$ cat config.mk
export PLATFORM = sky130hd
export DESIGN_NAME = argmax_classifier
export DESIGN_NICKNAME = d
export VERILOG_FILES = /design/src/rtl/argmax_classifier.sv
export SDC_FILE = /design/constraint.sdc
export NUM_CORES = 1
export LEC_CHECK = 0
export ABC_AREA = 1
export CORE_MARGIN = 2
export CORE_UTILIZATION = 61
export CTS_BUF_LIST = sky130_fd_sc_hd__clkbuf_16
export DETAILED_ROUTE_END_ITERATION = 10
export DONT_BUFFER_PORTS = 1
export PLACE_DENSITY = 0.8
export SKIP_LAST_GASP = 1
export SYNTH_ARGS = -nofsm -noshare
export SYNTH_HDL_FRONTEND = slang
export SYNTH_SLANG_ARGS = --single-unit
$ cat constraint.sdc
create_clock -name clock -period 16.35 [get_ports clock]
set_input_delay 3.27 -clock clock [delete_from_list [all_inputs] [get_ports clock]]
set_output_delay 3.27 -clock clock [all_outputs]
set_load 0.01 [all_outputs]
$ cat src/rtl/argmax_classifier.sv
// argmax_classifier
// Picks the index of the largest signed neuron accumulator once the final
// dense layer reports completion. The inputs are captured on the start edge.
// One neuron is then compared per cycle. The winner is held on a
// valid/ack handshake until the consumer takes it.
//
// Ports:
//   clock          rising-edge clock
//   reset          asynchronous, active-high reset
//   layer_terminat completion level from the dense layer (rising edge starts a scan)
//   date_intrare   numar_neuroni signed accumulators, 4*latime bits each
//   clasa          winning neuron index (held until the next result)
//   clasa_valid    clasa is valid; held until clasa_ack
//   clasa_ack      consumer accepts clasa
//   busy           high while scanning or holding a result
//   clasa_valoare  winning value (only with ARGMAX_MAX_VALUE_OUT_EN defined)
//
// Optional feature macro: ARGMAX_MAX_VALUE_OUT_EN
module argmax_classifier #(
  parameter int numar_neuroni = 10,
  parameter int latime        = 8,
  localparam int IDX_W        = (numar_neuroni > 1) ? $clog2(numar_neuroni) : 1
) (
  input  logic                      clock,
  input  logic                      reset,
  input  logic                      layer_terminat,
  input  logic signed [4*latime-1:0] date_intrare [0:numar_neuroni-1],
  output logic [IDX_W-1:0]          clasa,
  output logic                      clasa_valid,
  input  logic                      clasa_ack,
  output logic                      busy
`ifdef ARGMAX_MAX_VALUE_OUT_EN
  ,
  output logic signed [4*latime-1:0] clasa_valoare
`endif
);

  localparam int DW = 4*latime;
  localparam logic [IDX_W-1:0] LAST = IDX_W'(numar_neuroni-1);

  typedef enum logic [1:0] {IDLE, SCAN, DONE} state_t;

  state_t                state;
  logic                  lt_q;
  logic [IDX_W-1:0]      idx;
  logic [IDX_W-1:0]      best_idx;
  logic signed [DW-1:0]  best_val;
  logic signed [DW-1:0]  snap [0:numar_neuroni-1];

  logic                  start;
  logic signed [DW-1:0]  cur_val;
  logic                  take;
  logic [IDX_W-1:0]      nxt_idx;
  logic signed [DW-1:0]  nxt_val;

  // A start is a 0->1 transition. lt_q resets to 0, so a level that is
  // already high when reset releases also counts as a start.
  assign start = layer_terminat & ~lt_q;

  // With a single neuron the scan step never runs. Use a constant index so
  // that a one-entry snapshot is never indexed out of range.
  if (numar_neuroni > 1) begin : g_cur
    assign cur_val = snap[idx];
  end else begin : g_cur1
    assign cur_val = snap[0];
  end

  // The compare is strict, so on a tie the earlier (lower) index is kept.
  assign take    = cur_val > best_val;
  assign nxt_idx = take ? idx : best_idx;
  assign nxt_val = take ? cur_val : best_val;

  always_ff @(posedge clock or posedge reset) begin
    if (reset) begin
      state       <= IDLE;
      lt_q        <= 1'b0;
      idx         <= '0;
      best_idx    <= '0;
      best_val    <= '0;
      clasa       <= '0;
      clasa_valid <= 1'b0;
      busy        <= 1'b0;
`ifdef ARGMAX_MAX_VALUE_OUT_EN
      clasa_valoare <= '0;
`endif
      for (int i = 0; i < numar_neuroni; i++) snap[i] <= '0;
    end else begin
      // Always track the level, so starts seen outside IDLE are consumed and lost.
      lt_q <= layer_terminat;
      case (state)
        IDLE: begin
          if (start) begin
            for (int i = 0; i < numar_neuroni; i++) snap[i] <= date_intrare[i];
            best_val <= date_intrare[0];
            best_idx <= '0;
            idx      <= IDX_W'(1);
            busy     <= 1'b1;
            if (numar_neuroni == 1) begin
              state       <= DONE;
              clasa       <= '0;
              clasa_valid <= 1'b1;
`ifdef ARGMAX_MAX_VALUE_OUT_EN
              clasa_valoare <= date_intrare[0];
`endif
            end else begin
              state <= SCAN;
            end
          end
        end
        SCAN: begin
          best_val <= nxt_val;
          best_idx <= nxt_idx;
          if (idx == LAST) begin
            // Publish the result of this final compare directly, so it does
            // not cost an extra cycle.
            state       <= DONE;
            clasa       <= nxt_idx;
            clasa_valid <= 1'b1;
`ifdef ARGMAX_MAX_VALUE_OUT_EN
            clasa_valoare <= nxt_val;
`endif
          end else begin
            idx <= idx + IDX_W'(1);
          end
        end
        DONE: begin
          if (clasa_ack) begin
            clasa_valid <= 1'b0;
            busy        <= 1'b0;
            state       <= IDLE;
          end
        end
        default: state <= IDLE;
      endcase
    end
  end

endmodule

==> key figures, run 1 <==
Yosys
  – Synth area leaders: dfrtp_1, nand2_1, o21ai_0
  – Net Count, Synth: around 2,700
  – Mapped Cells: ~2,300
  – Synth unique cells: 29
  – Top-area cell type share of the netlist area: 0.514
  – Post-synthesis register bit count: roughly 370
  – Main synth FF type: dfrtp_1
  – Ys async rst share: 1.00
  – Biggest area consumer among synthesized cells: dfrtp_1
  – Synth warnings: 0
  – Post-synthesis cell area: roughly 18,000 µm²
  – Sequential share of the synthesized area: 0.514
  – Post-synth EDFFs: 0
  – Mean Syn Cell Area: a little under 8 µm²

Clock network
  – H-tree depth: 2
  – Hold-fix buffers at CTS: 0
  – Clock slew at reported path FFs: 0.06 ns
  – Worst skew pair latency: roughly 0.53 ns
  – Clock Path Buffers: 3
  – Setup Fix Bufs, Post-CTS: 0
  – Clock sinks: ~370
  – CTS tree: yes
  – Cts repair resizes: 0
  – Clk Tree Root Cell: clkbuf_16
  – CTS Buf Count: 39

GRT
  – Global route overflow: 0
  – Antenna violations before repair: 6
  – First-pass GRT wire length: 79,000 µm
  – Largest net degree at the start of global routing: ~280
  – Vias in the first global route: around 14,000
  – Overall routing resource usage: 0.333

Power and ir drop
  – LEAKAGE: 9.87 nW
  – Power share of the sequential group: 0.350
  – Sw Share: 0.453
  – NetSw: 2.08 mW
  – Worst vdd ir: approximately 0.00013 V
  – Clock power frac: 0.182
  – Gate power share: 0.468
  – Power Density: ~240 nW/µm²
  – Internal: ~2.5 mW
  – Design Power: 4.59 mW

Floorplan
  – Cell row count: a little over 60
  – Die height: between 150 and 200 µm
  – Die area: between 30,000 and 40,000 µm²
  – I/O pin total: between 300 and 400
  – Die Wd: 176 µm
  – Starting Density: 0.623
  – Std-Cell Core Area: around 29,000 µm²

STA
  – Final Hold Viols: 0
  – Fin Setup TNS: 0 ns
  – Hold slack final: ~0.46 ns
  – Worst-margin pin slew: 1.23 ns
  – Pins over their slew limit: 0
  – Final setup vio count: 0
  – FMAX: between 0.15 and 0.2 GHz
  – Max_slew headroom: 0.182
  – Worst clock skew: ~0.022 ns
  – Final Cycle Share: 0.326
  – Final critical-path setup slack: between 10 and 15 ns
  – Tmin final: between 5 and 6 ns
  – RSZ-0062 raised after global routing: false

Routing
  – Vias/cell: roughly 5.8
  – Drt first pass iters: 5
  – Routed wire length: around 52,000 µm
  – Routed wire per std cell: just under 20 µm
  – Post-route DRC violation count: 0
  – Remaining antenna violation count: 0
  – Drt first-iter violations: 1,808
  – Vias after detailed routing: 15,200

Final layout
  – Most common cell after layout, fill and taps aside: nand2_1
  – Fill count: around 2,400
  – Share of post-route cells with drive strength above 1: 0.0345
  – Footprint of the multi-input gates: 7470 µm²
  – Final std cells w/o fill: approximately 2,600
  – Synth-to-Final Area Change: 6.39%
  – Total Nets Final: roughly 2,600
  – Final core occ: 0.662
  – Post-Layout Inst Area: between 15,000 and 20,000 µm²
  – Most frequent cells in the layout: nand2_1, dfrtp_1, o21ai_0
  – Register area: ~9200 µm²

Min path
  – Worst min-delay path category: flip-flop to flip-flop
  – WHS Path Cells: 2

Placed design
  – Dpl cells: about 2,600
  – IO Port Bufs: 0
  – DP Worst Slack: between 10 and 15 ns
  – GP Congestion: between 0.8 and 0.9
  – Placed cell areas: around 18,000 µm²
  – Post-DP HPWL: ~36,000 µm

Worst setup path
  – Crit path capture type: flip-flop
  – Critical Path Source Type: flip-flop
  – WP data required: 16.76 ns
  – Critical path class: flip-flop to flip-flop
  – R2r worst-path depth: 18
  – Crit path arrival time: between 5 and 6 ns
  – Crit Path Max Fanout: 84

Outcome
  – Status: finished clean

Flow run
  – Max-Cap Viols: 0
==> area by class of cell <==
type	count	share of cell area
well taps	384	0.0251
flip-flops and latches	369	0.483
clock inverters	29	0.0105
multi-input cells	1626	0.391
diodes	6	0.000785
clock buffers	39	0.0511
repair buffers	14	0.00681
inverters	157	0.0315
==> cells in the mapped netlist, drive strengths merged, types with 2 or more instances <==
cell type / number
nand2: 986
dfrtp: 369
o21ai: 260
inv: 157
nand3: 100
clkbuf: 77
buf: 70
a21oi: 69
nor2: 67
o211ai: 59
ha: 34
mux2i: 31
nand4: 8
o221ai: 5
nor3: 2
o21a: 2
==> logic make-up (layout without fill, tap and decap cells) <==
| kind of cell | count (synthesis) | after routing | share of synthesized area |
|---|---|---|---|
| adder cells (fa/ha/maj) | 34 | 34 | 0.0237 |
| other | 0 | 6 | 0 |
| AND/OR/NAND/NOR | 1165 | 1165 | 0.254 |
| flip-flops | 369 | 369 | 0.514 |
| buffers and inverters | 304 | 239 | 0.0710 |
| multiplexers | 31 | 31 | 0.0173 |
| AO/OA/AOI/OAI | 396 | 396 | 0.120 |
==> registers in the layout, summed over array words and instances (netlist names) <==
signal       flops
clasa            4
best_val        32
clasa_valid      1
state            2
best_idx         4
lt_q             1
snap           320
idx              4
busy             1
==> final timing paths <==
path / slack (ns) / to / start
worst max-delay path: 11.02 / best_val[10] / idx[0]
worst min-delay path: 0.46 / snap[281] / snap[281]
worst max register to register: 11.02 / best_val[10] / idx[0]
worst min register to register: 0.46 / snap[281] / snap[281]
max in group asynchronous: 12.00 / idx[0] / reset
min in group asynchronous: 2.73 / snap[135] / reset
==> power groups by stage <==
stage / clock network, mW / logic, mW / registers, mW
floorplan: 0 / 1.64 / 1.51
global placement: 0 / 2.02 / 1.59
detailed placement: 0 / 2.10 / 1.61
CTS: 0.838 / 2.11 / 1.60
global route: 0.878 / 2.41 / 1.65
finish: 0.835 / 2.15 / 1.61
==> worst max-delay path, stage by stage, from the launching register on <==
cell,delay [ns]
dfrtp_4,0.94
buf_4,0.84
o21ai_0,0.21
o211ai_1,0.43
nand3_1,0.29
o21ai_1,0.28
ha_1,0.31
a21oi_1,0.15
o21ai_0,0.10
nor2_1,0.13
nand2_1,0.06
nand2_1,0.09
nand2_1,0.07
nand2_2,0.11
nand3_2,0.15
nand2_4,0.37
nand2_4,0.33
nand2_1,0.14
nand2_1,0.07
==> layer usage <==
layer,up-vias,part of all wire,wire (µm),track usage
met5,-,0.00023,12,0
met4,2,0.056,2900,0.168
met3,152,0.099,5100,0.0738
met2,748,0.44,22700,0.495
met1,7178,0.40,20800,0.464
li1,7146,-,-,-
No activity file was read; power rests on OpenSTA's default activity.
==> run 2, diff against run 1 <==
- clock period: 16.35 -> 5.04 ns (I/O delays scaled with it)
==> key figures, run 2 (synthesis gave the netlist of run 1 again) <==
Clock network
  – CTS tree: yes
  – Hold-fix buffers at CTS: 0 (unchanged)
  – Clock slew at reported path FFs: 0.07 ns (about the same)
  – Clock Path Buffers: 3 (unchanged)
  – H-tree depth: 2 (unchanged)
  – Clock sinks: 369 (unchanged)
  – Clk Tree Root Cell: clkbuf_16
  – CTS Buf Count: 39 (unchanged)
  – Setup Fix Bufs, Post-CTS: 0 (unchanged)
  – Cts repair resizes: 0 (unchanged)
  – Worst skew pair latency: 0.55 ns (+0.02 ns)

Routing
  – Drt first-iter violations: 1,927 (+6.6%)
  – Vias/cell: 5.87 (+1.2%)
  – Post-route DRC violation count: 0 (unchanged)
  – Routed wire length: 53,800 µm (+4.4%)
  – Drt first pass iters: 6 (+1)
  – Vias after detailed routing: 15,500 (+1.5%)
  – Routed wire per std cell: 20.4 µm (+4.1%)
  – Remaining antenna violation count: 0 (unchanged)

Power and ir drop
  – Clock power frac: 0.180 (-0.002)
  – Sw Share: 0.461 (+0.00753)
  – LEAKAGE: 9.92 nW (+0.53%)
  – Power share of the sequential group: 0.348 (-0.002)
  – Internal: 8.21 mW (+230%)
  – Design Power: 15.2 mW (+230%)
  – Power Density: 790 nW/µm² (+230%)
  – NetSw: 7.01 mW (+240%)
  – Gate power share: 0.471 (+0.003)
  – Worst vdd ir: 0.000441 V (+240%)

Final layout
  – Most common cell after layout, fill and taps aside: nand2_1
  – Fill count: 2,440 (-0.16%)
  – Largest regs: snap (320), best_val (32)
  – Share of post-route cells with drive strength above 1: 0.0405 (+0.00607)
  – Synth-to-Final Area Change: 7.23%
  – Largest register FFs: 320 (unchanged)
  – Final core occ: 0.668 (+0.00525)
  – Total Nets Final: 2,574 (+0.35%)
  – Final std cells w/o fill: 2,631 (+0.27%)
  – Biggest register: snap
  – Most frequent cells in the layout: nand2_1, dfrtp_1, o21ai_0

Worst setup path
  – Crit path arrival time: 4.70 ns (-1.04 ns)
  – Crit Path Max Fanout: 111 (+32%)
  – Worst r2r src: idx[0]
  – Crit path capture type: flip-flop
  – R2r worst-path depth: 19 (+1)
  – WP data required: 5.46 ns (-11.30 ns)
  – Critical Path Source Type: flip-flop
  – Critical path class: flip-flop to flip-flop
  – Register-to-Register Setup Slack: 0.76 ns (-10.26 ns)
  – Reg-to-Reg End: best_val[18]

Placed design
  – Post-DP HPWL: 38,600 µm (+7.8%)
  – GP Congestion: 1.03 (+15%)
  – IO Port Bufs: 0 (unchanged)
  – DP Worst Slack: 0.945 ns (-9.65 ns)
  – Dpl cells: 2,559 (+0.35%)

STA
  – Worst clock skew: 0.0317 ns (+0.00971 ns)
  – Final setup vio count: 0 (unchanged)
  – Final critical-path setup slack: 0.759 ns (-10.26 ns)
  – Pins over their slew limit: 0 (unchanged)
  – Max_slew headroom: 0.181 (-0.00148)
  – Tmin final: 4.28 ns (-1.05 ns)
  – FMAX: 0.234 GHz (+25%)
  – RSZ-0062 raised after global routing: false
  – Final Cycle Share: 0.849 (+0.523)
  – Final Hold Viols: 0 (unchanged)
  – Fin Setup TNS: 0 ns (unchanged)
  – Worst-margin pin slew: 1.23 ns (+0.00222 ns)

Flow run
  – Max-Cap Viols: 0 (unchanged)

Floorplan
  – Die Wd: 176 µm (unchanged)
  – Starting Density: 0.623 (unchanged)
  – Std-Cell Core Area: 28,900 µm² (unchanged)
  – Cell row count: 62 (unchanged)
  – I/O pin total: 330 (unchanged)
  – Die area: 30,800 µm² (unchanged)
  – Die height: 176 µm (unchanged)

GRT
  – Overall routing resource usage: 0.348 (+0.0156)
  – Largest net degree at the start of global routing: 237 (-16%)
  – Antenna violations before repair: 3 (-3)
  – Global route overflow: 0 (unchanged)
  – Vias in the first global route: 14,800 (+3.2%)
  – First-pass GRT wire length: 82,600 µm (+4.6%)

Min path
  – Worst min-delay path category: input port to asynchronous set/reset pin

Outcome
  – Status: finished clean
-- run 2: cell count changes in the layout (fill, tap and decap cells not counted), moves of 2 or more --
cell	previous run	this run
buf_12	2	7
buf_4	12	16
clkinvlp_4	0	3
inv_1	167	163
diode_2	6	2
clkinv_8	0	2
-- run 2: worst max-delay path: stages (launching register included) --
cell and delay [ns]:
dfrtp_4 0.70, buf_12 0.48, nand2_1 0.11, o211ai_1 0.10, nand3_1 0.27, o211ai_1 0.20, o21ai_0 0.16, ha_1 0.32
a21oi_1 0.16, o21ai_0 0.11, nand2_1 0.09, nand2_1 0.07, a21oi_1 0.22, nand2_1 0.11, nand2_2 0.11, nand3_2 0.15
nand2_4 0.24, nand2_4 0.29, nand2_1 0.16, nand2_1 0.06
-- run 2: routing by layer --
layer	vias up	global-route usage	routed length [µm]
met2	847	0.514	23600
met3	155	0.0807	5660
met4	0	0.180	3060
met5	-	0	0
li1	7158	-	-
met1	7292	0.485	21500
-- run 2: power by group through the flow --
stage               logic, mW  registers [mW]  clock network, mW
CTS                      7.02            5.26               2.77
global route             8.00            5.42               2.89
detailed placement       6.99            5.29                  0
global placement         6.77            5.26                  0
floorplan                5.33            4.91                  0
finish                   7.18            5.30               2.75
-- run 2: layout make-up --
cell class / instances / area (µm²) / area share
sequential: 369 / 9240 / 0.480
clock buffer: 39 / 976 / 0.0507
timing repair buffer: 23 / 260 / 0.0135
multi-input combinational: 1626 / 7470 / 0.388
antenna: 2 / 5.00 / 0.000260
tap: 384 / 480 / 0.0249
inverter: 157 / 598 / 0.0310
clock inverter: 31 / 235 / 0.0122
-- run 2: how the worst max path moves through the flow --
stage,cells past startpoint,slack (ns),endpoint,start
2_1_floorplan,1,-0.92,best_idx[0],reset
3_3_place_gp,18,1.03,best_val[22],idx[0]
3_5_place_dp,19,0.95,best_val[18],idx[0]
4_1_cts,19,0.91,best_val[18],idx[0]
5_1_grt,19,0.51,best_val[2],idx[0]
6_report,19,0.76,best_val[18],idx[0]
-- run 2: metrics by stage --
stage,cell area [µm²],hold WS [ns]
finish,19300,0.388
global route,19300,0.406
CTS,19300,0.383
detailed placement,18000,0.453
global placement,18000,0.448
floorplan,18000,0.437
==> run 3, diff against run 2 <==
- CORE_UTILIZATION: 61 -> 58
- PLACE_DENSITY: 0.8 -> 0.79
- clock period: 5.04 -> 3.45 ns (I/O delays scaled with it)
==> key figures, run 3 (synthesis gave the netlist of run 1 again) <==
Outcome
  – Status: finished with violations
  – Failing checks: setup timing

Routing
  – Drt first pass iters: 7 (+1)
  – Vias after detailed routing: 16,100 (+4.4%)
  – Drt first-iter violations: 1,623 (-16%)
  – Vias/cell: 5.83 (-0.76%)
  – Post-route DRC violation count: 0 (unchanged)
  – Routed wire length: 57,000 µm (+6.1%)
  – Routed wire per std cell: 20.6 µm (+0.81%)
  – Remaining antenna violation count: 0 (unchanged)

Worst setup path
  – Worst r2r src: idx[0]
  – Reg-to-Reg End: best_val[29]
  – Crit Path Max Fanout: 8 (-93%)
  – Crit path arrival time: 4.06 ns (-0.64 ns)
  – Crit path capture type: flip-flop
  – Register-to-Register Setup Slack: -0.15 ns (-0.90 ns)
  – WP data required: 3.91 ns (-1.55 ns)
  – R2r worst-path depth: 19 (unchanged)
  – CP startpoint: idx[0]
  – Critical Path Source Type: flip-flop
  – Critical path class: flip-flop to flip-flop

Clock network
  – CTS Buf Count: 39 (unchanged)
  – Clock sinks: 369 (unchanged)
  – H-tree depth: 2 (unchanged)
  – CTS tree: yes
  – Hold-fix buffers at CTS: 0 (unchanged)
  – Clk Tree Root Cell: clkbuf_16
  – Worst skew pair latency: 0.53 ns (-0.02 ns)
  – Clock slew at reported path FFs: 0.06 ns (about the same)
  – Clock Path Buffers: 3 (unchanged)

Placed design
  – IO Port Bufs: 0 (unchanged)
  – Post-DP HPWL: 40,700 µm (+5.6%)
  – GP Congestion: 0.926 (-9.8%)
  – Placed cell areas: 18,700 µm² (+3.7%)
  – DP Worst Slack: -0.217 ns (-1.16 ns)

STA
  – Worst-margin pin slew: 0.861 ns (-0.368 ns)
  – Max_slew headroom: 0.426 (+0.245)
  – Pins over their slew limit: 0 (unchanged)
  – FMAX: 0.278 GHz (+19%)
  – Tmin final: 3.60 ns (-0.685 ns)
  – Hold slack final: 0.0946 ns (-0.293 ns)
  – RSZ-0062 raised after global routing: true
  – Final setup vio count: 40 (+40)
  – Worst clock skew: 0.0151 ns (-0.0166 ns)
  – Final Hold Viols: 0 (unchanged)
  – Final Cycle Share: 1.04 (+0.193)
  – Final critical-path setup slack: -0.146 ns (-0.905 ns)

Flow run
  – Max-Cap Viols: 0 (unchanged)

Final layout
  – Most frequent cells in the layout: nand2_1, dfrtp_1, o21ai_0
  – Largest register FFs: 320 (unchanged)
  – Biggest register: snap
  – Footprint of the multi-input gates: 7790 µm² (+4.3%)
  – Post-Layout Inst Area: 20,800 µm² (+8.1%)
  – Register area: 9240 µm² (unchanged)
  – Synth-to-Final Area Change: 15.9%
  – Share of post-route cells with drive strength above 1: 0.120 (+0.0794)
  – Largest regs: snap (320), best_val (32)
  – Total Nets Final: 2,699 (+4.9%)
  – Fill count: 2,445 (+0.20%)
  – Most common cell after layout, fill and taps aside: nand2_1

Power and ir drop
  – Power Density: 1260 nW/µm² (+59%)
  – Worst vdd ir: 0.000973 V (+120%)
  – LEAKAGE: 10.7 nW (+8.1%)

Floorplan
  – Std-Cell Core Area: 30,500 µm² (+5.7%)
  – Cell row count: 64 (+3.2%)
  – Die Wd: 180 µm (+2.5%)
  – Die height: 180 µm (+2.5%)
  – I/O pin total: 330 (unchanged)
  – Starting Density: 0.589 (-0.0337)
  – Die area: 32,400 µm² (+5.1%)

GRT
  – Global route overflow: 0 (unchanged)
  – GR Util met3: 0.0784 (-0.00233)
  – Antenna violations before repair: 5 (+2)
  – First-pass GRT wire length: 87,100 µm (+5.5%)
  – GR Util met1: 0.469 (-0.0167)
  – Vias in the first global route: 15,700 (+6.0%)
  – Met2 GRT Util: 0.530 (+0.0160)
  – Largest net degree at the start of global routing: 208 (-12%)
  – Top Usage Layer GRT: met2
  – Overall routing resource usage: 0.348 (about the same)

Min path
  – Worst min-delay path category: input port to asynchronous set/reset pin
==> run 3: how the worst max path moves through the flow <==
stage                   end  slack [ns]  cells past startpoint
2_1_floorplan   best_idx[0]       -2.19                      1
3_5_place_dp   best_val[18]       -0.22                     19
6_report       best_val[29]       -0.15                     19
5_1_grt        best_val[29]       -0.26                     19
4_1_cts        best_val[31]       -0.01                     17
3_3_place_gp   best_val[31]       -0.16                     19
==> run 3: routing by layer <==
layer / up-vias / routed length (µm)
li1: 7430 / -
met1: 7618 / 22700
met5: - / 0
met4: 0 / 3320
met3: 193 / 5540
met2: 898 / 25500
==> run 3: power by group <==
part / internal [mW] / switching, mW
clock network: 2.36 / 1.76
logic: 5.74 / 8.66
registers: 6.42 / 1.23
total: 14.5 / 11.6
==> run 3: critical path, cell delays in order, from the launching register on <==
cell,delay (ns)
dfrtp_4,0.57
buf_12,0.17
buf_8,0.14
nor2_1,0.13
nor2_1,0.05
o21ai_0,0.09
o21ai_1,0.12
o211ai_1,0.27
o21ai_1,0.15
ha_1,0.34
nand2_2,0.09
nor3_4,0.20
and3_4,0.21
nand4_1,0.22
nand3_4,0.21
nand2_8,0.12
buf_12,0.18
nand2_8,0.12
nand2_2,0.08
nand2_1,0.06
==> run 3: layout make-up <==
cell class              count  area share
clock inverters            29      0.0119
well taps                 396      0.0238
inverters                 157      0.0288
flip-flops and latches    369       0.444
clock buffers              39      0.0468
repair buffers            146      0.0705
multi-input cells        1628       0.374
diodes                      5    0.000601
==> run 3: timing repair <==
item                       in CTS  in global routing
setup endpoints to repair      40                 40
pin swaps                      30                 29
cloned                          7                  0
setup buffers                  41                  5
resized for setup              69                 52
==> run 3: stage by stage <==
stage,utilization,power [mW],cells,setup TNS (ns)
after floorplan,-,15.0,2299,-808.91
after global placement,0.614,18.7,2646,-4.83
after detailed placement,0.614,19.1,2646,-6.21
after CTS,0.676,25.2,2761,-0.0282
after global routing,0.683,27.9,2766,-7.96
final,0.683,26.2,2769,-3.58
